--- src/rtl/md_pkg.sv ---
// Shared molecular-dynamics ring types: packet format and cell/ID sizing.
package md_pkg;

    localparam int NUM_CELLS     = 16;
    localparam int NODE_ID_WIDTH = $clog2(NUM_CELLS);
    localparam int PAYLOAD_WIDTH = 16;

    typedef struct packed {
        logic                     valid;
        logic [NODE_ID_WIDTH-1:0] dest_id;
        logic [PAYLOAD_WIDTH-1:0] payload;
    } packet_t;

endpackage

--- src/rtl/ring_inject_fifo.sv ---
// Local injection FIFO: circular buffer with power-of-two depth, head always visible.
module ring_inject_fifo
    import md_pkg::*;
#(
    parameter int  DEPTH = 4,
    parameter type T     = packet_t
) (
    input  logic                   clk,
    input  logic                   rst,
    input  logic                   push,
    input  T                       din,
    input  logic                   pop,
    output T                       head,
    output logic [$clog2(DEPTH):0] count,
    output logic                   full
);

    localparam int PW = $clog2(DEPTH);

    T               mem_r [DEPTH];
    logic [PW-1:0]  wr_ptr_r;
    logic [PW-1:0]  rd_ptr_r;
    logic [PW:0]    count_r;
    logic           full_s;
    logic           do_push_s;
    logic           do_pop_s;

    assign full_s    = (count_r == (PW+1)'(DEPTH));
    assign do_push_s = push && !full_s;
    assign do_pop_s  = pop && (count_r != '0);

    // Storage array; contents need no reset because count gates visibility.
    always_ff @(posedge clk) begin
        if (do_push_s) begin
            mem_r[wr_ptr_r] <= din;
        end
    end

    // Pointers wrap naturally since DEPTH is a power of two.
    always_ff @(posedge clk or posedge rst) begin
        if (rst) begin
            wr_ptr_r <= '0;
            rd_ptr_r <= '0;
        end else begin
            if (do_push_s) begin
                wr_ptr_r <= wr_ptr_r + PW'(1);
            end
            if (do_pop_s) begin
                rd_ptr_r <= rd_ptr_r + PW'(1);
            end
        end
    end

    // Occupancy tracking; simultaneous push and pop leaves it unchanged.
    always_ff @(posedge clk or posedge rst) begin
        if (rst) begin
            count_r <= '0;
        end else begin
            case ({do_push_s, do_pop_s})
                2'b10:   count_r <= count_r + (PW+1)'(1);
                2'b01:   count_r <= count_r - (PW+1)'(1);
                default: count_r <= count_r;
            endcase
        end
    end

    assign head  = mem_r[rd_ptr_r];
    assign count = count_r;
    assign full  = full_s;

endmodule

--- src/rtl/ring_node.sv ---
// Bufferless ring stop: ring traffic has priority, local packets inject into free slots.
module ring_node
    import md_pkg::*;
#(
    parameter int NODE_ID    = 0,
    parameter int FIFO_DEPTH = 4
) (
    input  logic                          clk,
    input  logic                          rst,
    input  packet_t                       local_pkt_in,
    output logic                          local_in_ready,
    input  packet_t                       ring_in,
    output packet_t                       ring_out,
    output packet_t                       eject_pkt,
    output logic [$clog2(FIFO_DEPTH):0]   fifo_count,
    output logic [15:0]                   stall_cycles
);

    localparam logic [NODE_ID_WIDTH-1:0] SELF_ID = NODE_ID_WIDTH'(NODE_ID);

    packet_t                        head_s;
    logic [$clog2(FIFO_DEPTH):0]    count_s;
    logic                           full_s;
    logic                           push_s;
    logic                           pop_s;
    logic                           have_head_s;
    logic                           head_self_s;
    packet_t                        ring_nxt_s;
    packet_t                        eject_nxt_s;
    packet_t                        ring_out_r;
    packet_t                        eject_r;
    logic [15:0]                    stall_r;

    assign local_in_ready = !full_s;
    assign push_s         = local_pkt_in.valid && !full_s;
    assign have_head_s    = (count_s != '0);
    assign head_self_s    = (head_s.dest_id == SELF_ID);

    ring_inject_fifo #(
        .DEPTH (FIFO_DEPTH),
        .T     (packet_t)
    ) u_fifo (
        .clk   (clk),
        .rst   (rst),
        .push  (push_s),
        .din   (local_pkt_in),
        .pop   (pop_s),
        .head  (head_s),
        .count (count_s),
        .full  (full_s)
    );

    // Slot arbitration: ring first, head fills the free ring slot or the eject port.
    always_comb begin
        pop_s             = 1'b0;
        ring_nxt_s        = ring_in;
        ring_nxt_s.valid  = 1'b0;
        eject_nxt_s       = ring_in;
        eject_nxt_s.valid = 1'b0;
        if (ring_in.valid) begin
            if (ring_in.dest_id == SELF_ID) begin
                eject_nxt_s = ring_in;
                // A self-destined head must wait: the eject port is taken.
                if (have_head_s && !head_self_s) begin
                    ring_nxt_s       = head_s;
                    ring_nxt_s.valid = 1'b1;
                    pop_s            = 1'b1;
                end else begin
                    pop_s = 1'b0;
                end
            end else begin
                ring_nxt_s = ring_in;
            end
        end else if (have_head_s) begin
            pop_s = 1'b1;
            if (head_self_s) begin
                eject_nxt_s       = head_s;
                eject_nxt_s.valid = 1'b1;
            end else begin
                ring_nxt_s        = head_s;
                ring_nxt_s.valid  = 1'b1;
            end
        end else begin
            pop_s = 1'b0;
        end
    end

    // Output registers toward the downstream node and the force accumulator.
    always_ff @(posedge clk or posedge rst) begin
        if (rst) begin
            ring_out_r <= '0;
            eject_r    <= '0;
        end else begin
            ring_out_r <= ring_nxt_s;
            eject_r    <= eject_nxt_s;
        end
    end

    // Saturating stall counter: waiting packets that could not leave this cycle.
    always_ff @(posedge clk or posedge rst) begin
        if (rst) begin
            stall_r <= 16'h0000;
        end else if (have_head_s && !pop_s && (stall_r != 16'hFFFF)) begin
            stall_r <= stall_r + 16'd1;
        end else begin
            stall_r <= stall_r;
        end
    end

    assign ring_out     = ring_out_r;
    assign eject_pkt    = eject_r;
    assign fifo_count   = count_s;
    assign stall_cycles = stall_r;

endmodule

--- config.mk ---
export PLATFORM = sky130hd
export DESIGN_NAME = ring_node
export DESIGN_NICKNAME = d
export VERILOG_FILES = /design/src/rtl/md_pkg.sv /design/src/rtl/ring_inject_fifo.sv /design/src/rtl/ring_node.sv
export SDC_FILE = /design/constraint.sdc
export NUM_CORES = 1
export LEC_CHECK = 0
export ABC_AREA = 1
export BUFFER_PORTS_ARGS = -buffer_cell sky130_fd_sc_hd__buf_2
export CORE_MARGIN = 5
export CORE_UTILIZATION = 45
export DETAILED_ROUTE_END_ITERATION = 12
export PLACE_DENSITY_LB_ADDON = 0.08
export SETUP_SLACK_MARGIN = 0.2
export SYNTH_ARGS = -nofsm -noshare
export SYNTH_HDL_FRONTEND = slang
export SYNTH_SLANG_ARGS = --single-unit
--- constraint.sdc ---
create_clock -name clk -period 6.2 [get_ports clk]
set_input_delay 0 -clock clk [delete_from_list [all_inputs] [get_ports clk]]
set_output_delay 0 -clock clk [all_outputs]
set_load 0.01 [all_outputs]
-- Yosys cells after proc, flatten, opt, wreduce, memory -nomap -nowiden
Memories as Yosys holds them, arrays and structs flattened.
Index checks and enable logic that the tools add are counted.
- RAM bits: 84
- memories: 1
- flip-flop bits (word level): 65
- input port bits: 44
- word-level logic and storage cells: 49
- equal/unequal tests: 4
- reductions and logical operators: 13
- mux-type cells: 16
- add/sub/neg operators: 5
- memories (name ; words ; bits a word ; read ports ; clocked after memory_dff ; write ports ; RTL line ; RTL):
    u_fifo.mem_r ; 4 ; 21 ; 1 ; 0 ; 1 ; ring_inject_fifo.sv:20 ; T mem_r [DEPTH];
- operator list (cell ; number):
    $mux 21 ; 9
    $add 16x1->16 const B ; 1
    $ne 16x16->1 const B ; 1
    $logic_not 4->1 ; 2
    $logic_and 1x1->1 ; 6
    $mux 1 ; 6
    $pmux 3 s2 ; 1
    $add 2x1->2 const B ; 2
    $add 3x1->3 const B ; 1
    $eq 3x3->1 const B ; 1
    $logic_not 1->1 ; 3
    $reduce_bool 3->1 ; 1
    $sub 3x1->3 const B ; 1
    $eq 2x1->1 const B ; 1
    $eq 2x2->1 const B ; 1
    $reduce_bool 2->1 ; 1

-- Depth between registers and ports, before layout
An unclocked memory read counts as a cell.
- depth after elaboration: 10
- gate-level depth with buffers: 17
- gate-level depth less buffers: 15

-- Cells and area by module
Synthesis repeated with hierarchy kept, for this count alone.
- cell total of the unflattened synthesis: 658
- area, all modules: 6687.7 um^2
- modules (own cells, without submodules) (module ; cells an instance ; area each (um^2) ; instances):
    ring_inject_fifo ; 306 ; 3897.5 ; 1
    ring_node ; 352 ; 2790.2 ; 1

-- Least setup slack after synthesis
No wires, ideal clock.
- path kind: register to register
- from: reg u_fifo.rd_ptr_r[0]
- to: reg u_fifo.count_r[2] (netlist: u_fifo.count[2])
- path buffers: 2
- data required time: 6074 ps
- path slack: 3923 ps
- data arrival time: 2150 ps
- setup time: 126 ps
- stages on the path, launching flop included: 18
- period minus slack after synthesis: 2277 ps
- path through: dfrtp_1 > buf_6 > inv_4 > buf_6 > nand2_1 > nand3_1 > nand2_1 > nand2_1 > inv_2 > nand2_4 > nand3_4 > nand2_1 > ha_1 > inv_1 > fa_1 > a21oi_1 > o21ai_0 > xnor2_1
- word-level cells in the longest chain between the ends: 10
- elaborated cells between the ends (all ways): 12
- ends and longest elaborated chain (what ; RTL line ; RTL):
    from (decl) ; ring_inject_fifo.sv:22 ; logic [PW-1:0] rd_ptr_r;
    from (signal assigned) ; ring_inject_fifo.sv:49 ; rd_ptr_r <= rd_ptr_r + PW'(1);
    $mem_v2 4x21 * ; -- ;
    $logic_not 4->1 * ; ring_node.sv:37 ; assign head_self_s = (head_s.dest_id == SELF_ID);
    $logic_not 1->1 * ; ring_node.sv:64 ; if (have_head_s && !head_self_s) begin
    $logic_and 1x1->1 * ; ring_node.sv:64 ;
    $mux 1 * ; ring_node.sv:64 ;
    $mux 1 * ; ring_node.sv:61 ; if (ring_in.dest_id == SELF_ID) begin
    $mux 1 * ; ring_node.sv:60 ; if (ring_in.valid) begin
    $logic_and 1x1->1 * ; ring_inject_fifo.sv:30 ; assign do_pop_s = pop && (count_r != '0);
    named net u_fifo.do_pop_s ; ring_inject_fifo.sv:26 ; logic do_pop_s;
    $eq 2x1->1 or $eq 2x2->1 (tied branches) ; ring_inject_fifo.sv:59 ; case ({do_push_s, do_pop_s})
    $pmux 3 s2 or $reduce_bool 2->1 (tied branches) ; -- ;
    to (signal assigned) ; ring_inject_fifo.sv:60 ; 2'b10: count_r <= count_r + (PW+1)'(1);
    to (signal assigned) ; ring_inject_fifo.sv:61 ; 2'b01: count_r <= count_r - (PW+1)'(1);
    to (signal assigned) ; ring_inject_fifo.sv:62 ; default: count_r <= count_r;
    to (decl) ; ring_inject_fifo.sv:23 ; logic [PW:0] count_r;
Mark *: on every way through the listed nets, which the timed path passes. The rest lies on a longest branch.
A chain may end at the register's enable or synchronous reset.

-- Worst setup path in the final report
- from: reg u_fifo.rd_ptr_r[1]
- to: reg u_fifo.count_r[2] (netlist: u_fifo.count[2])
Same word-level chain as after synthesis.

==> results.md <==
* Antenna-violating nets left at 0
* Kind of critical path: flip-flop to flip-flop
* Max Clock Freq at 295 MHz
* Setup TNS at 0 ns
* Antenna violations before repair at 0
* Die span in x at 125 µm
* Crit path DAT at 3.68 ns
* FF+latch count, synth at 145
* CTS tree: built
* Vias in the first global route at 4,225
* Initial DRT Pass Iterations at 4
* Ant diodes at 0
* Initial DRC Count at 330
* Die Ht at 125 µm
* Final #Nets at 738
* Worst VDD drop at 0.000210 V
* Internal Power at 2.34 mW
* Yosys warns at 0
* Share of cells above drive strength 1 at 0.233
* Core area at 13,100 µm²
* Max-slew headroom at 0.231
* Worst EP required at 6.49 ns
* Placed Instances at 802
* Area grow syn2layout at 29.4%
* Status: completed
* Fill count at 1,089
* Hold Slack at 0.150 ns
* Overall Global Routing Usage at 0.181
* Drt wl/cell at 15.2 µm
* Sink Count at 145
* Root Buffer: clkbuf_16
* RSZ-0062 raised after global routing: no
* Netlist Area Pre-Place at 5970 µm²
* I/O Buffers at 105
* Max H-tree Level at 4
* Number of max-cap violations at 0
* Setup Buffers After CTS at 0
* Max FO, Critical Path at 22
* Setup Skew at 0.00672 ns
* Leakage at 3.35 nW
* First-pass GRT wire length at 22,300 µm
* Logic pwr share at 0.277
* Io pins at 106
* Final HPWL DP at 8750 µm
* Die ar. at 15,700 µm²
* CTS max path bufs at 2
* Worst setup SP type: flip-flop
* Mapped Nets at 588
* Clock transition at path regs at 0.06 ns
* Final setup vio count at 0
* Clock power share at 0.326
* DR vias at 4,219
* Initial Utilization at 0.455
* Switching share of total power at 0.331
* Most frequent cells in the layout: 121 x nand2_1, 105 x buf_2, 80 x edfxtp_1, 65 x dfrtp_1, 61 x o21ai_0
* Final Hold Viols at 0
* Synth Area per Inst at 11.1 µm²
* Num CTS Buffers at 17
* Placer congestion estimate at 0.850
* Core Rows at 42
* Count of cell types in the netlist at 32
* Finished Layout Cells at 876
* Sequential area share after synthesis at 0.675
* Final Max Tran Viols at 0
* Commonest non-fill, non-tap cell in the layout: nand2_1
* DRC viols at 0
* Via-per-instance ratio at 4.82
* Hold WC Path Type: input pin to flip-flop
* Largest net degree at the start of global routing at 66
* Share of power burned in registers at 0.397
* Post-Route WL at 13,300 µm
* Final worst-path cycle share at 0.547
* Pwr Density at 453 nW/µm²
* Worst-Skew Late Latency at 0.41 ns
* GRT overflow at 0
* Sw Pwr at 1.16 mW
* CP endpoint kind: flip-flop
* Gate Count Post-Synth at 537
* Final Critical Period at 3.39 ns
* Tightest Pin Transition at 1.15 ns
## logic make-up (layout without fill, tap and decap cells)
group / after synthesis / after routing / share of synthesized area
simple gates: 214 / 214 / 0.157
flops: 145 / 145 / 0.675
compound gates: 90 / 90 / 0.0798
buf+inv: 64 / 227 / 0.0480
xor+xnor: 17 / 17 / 0.0249
fa+ha+maj: 7 / 7 / 0.0159
## synthesized netlist by cell type
| master | instances | area (µm²) |
|---|---|---|
| nand2b_1 | 1 | 6.26 |
| inv_4 | 1 | 6.26 |
| dfrtp_1 | 65 | 1630 |
| buf_1 | 1 | 3.75 |
| nor2_1 | 54 | 203 |
| buf_4 | 1 | 7.51 |
| nand4_2 | 1 | 12.5 |
| nand3_4 | 2 | 35.0 |
| edfxtp_1 | 80 | 2400 |
| nand3_1 | 14 | 70.1 |
| xnor2_1 | 8 | 70.1 |
| nor2_4 | 3 | 33.8 |
| fa_1 | 1 | 20.0 |
| nand2_2 | 6 | 37.5 |
| nand3_2 | 2 | 20.0 |
| o21ai_0 | 61 | 305 |
| xor2_1 | 9 | 78.8 |
| buf_6 | 4 | 45.0 |
| ha_1 | 6 | 75.1 |
| nand4_1 | 3 | 18.8 |
| o22ai_1 | 21 | 131 |
| inv_1 | 40 | 150 |
| clkbuf_2 | 1 | 5.00 |
| nand2_4 | 1 | 11.3 |
| clkbuf_1 | 7 | 26.3 |
| nor3_1 | 3 | 15.0 |
| inv_2 | 2 | 7.51 |
| nor4_1 | 3 | 18.8 |
| buf_2 | 7 | 35.0 |
| o21ai_1 | 6 | 30.0 |
| nand2_1 | 121 | 454 |
| a21oi_1 | 2 | 10.0 |
## per-stage QoR
stage / worst slack [ns] / total power, mW / cell area [µm²] / util
after CTS: 2.82 / 3.54 / 7730 / 0.588
final: 2.81 / 3.50 / 7730 / 0.588
after global placement: 3.00 / 2.34 / 6640 / 0.506
after detailed placement: 2.83 / 2.37 / 6640 / 0.506
after global routing: 2.54 / 3.73 / 7730 / 0.588
after floorplan: 3.92 / 2.03 / 5970 / -
## layer usage
metal | share of wire | global-route usage
met1 | 0.47 | 0.243
met2 | 0.47 | 0.280
met3 | 0.052 | 0.0486
met4 | 0.011 | 0.0759
met5 | 0 | 0
## worst paths after layout
check / from / end / slack, ns / depth (start not counted)
hold / removal: local_pkt_in[20] / u_fifo.wr_ptr_r[1] / 0.15 / 4
setup reg to reg: u_fifo.rd_ptr_r[1] / u_fifo.count[2] / 2.81 / 14
max in group asynchronous: rst / stall_cycles[10] / 5.31 / 4
min in group asynchronous: rst / eject_pkt[14] / 0.36 / 4
hold reg to reg: u_fifo.count[2] / u_fifo.count[2] / 0.52 / 1
setup / recovery: u_fifo.rd_ptr_r[1] / u_fifo.count[2] / 2.81 / 14
## critical path: stages (launching register included)
cell and delay (ns):
dfrtp_1 0.82, inv_1 0.57, nand3_1 0.24, nand2_1 0.11, nand2_2 0.08, inv_2 0.04
nand2_4 0.10, nand3_4 0.10, nand2_1 0.16, ha_1 0.17, inv_1 0.06, fa_1 0.38
a21oi_1 0.15, o21ai_0 0.13, xnor2_1 0.14
## cell type report
type                    count  area, µm²  share of cell area
flip-flops and latches    145       4030               0.521
clock inverters            14        236              0.0306
clock buffers              18        429              0.0555
repair buffers            152        983               0.127
inverters                  43        164              0.0212
well taps                 176        220              0.0285
multi-input cells         328       1670               0.216
## state kept, by name, indices dropped and copies added, names as in the netlist
signal,count
u_fifo.mem_r,80
u_fifo.wr_ptr_r,2
u_fifo.count,3
eject_pkt,21
stall_cycles,16
ring_out,21
u_fifo.rd_ptr_r,2
## power by group through the flow
stage	combinational (mW)	clock (mW)	sequential [mW]
after floorplan	0.616	0	1.42
after global routing	1.10	1.21	1.42
after global placement	0.934	0	1.41
after CTS	0.984	1.16	1.39
after detailed placement	0.959	0	1.41
final	0.970	1.14	1.39
## repair_timing
item | CTS | global route
hold endpoints to repair | 186 | 0
resized for setup | 0 | 0
setup endpoints to repair | 0 | 0
hold buffers | 42 | 0
Power figures use the tool's default switching activity.
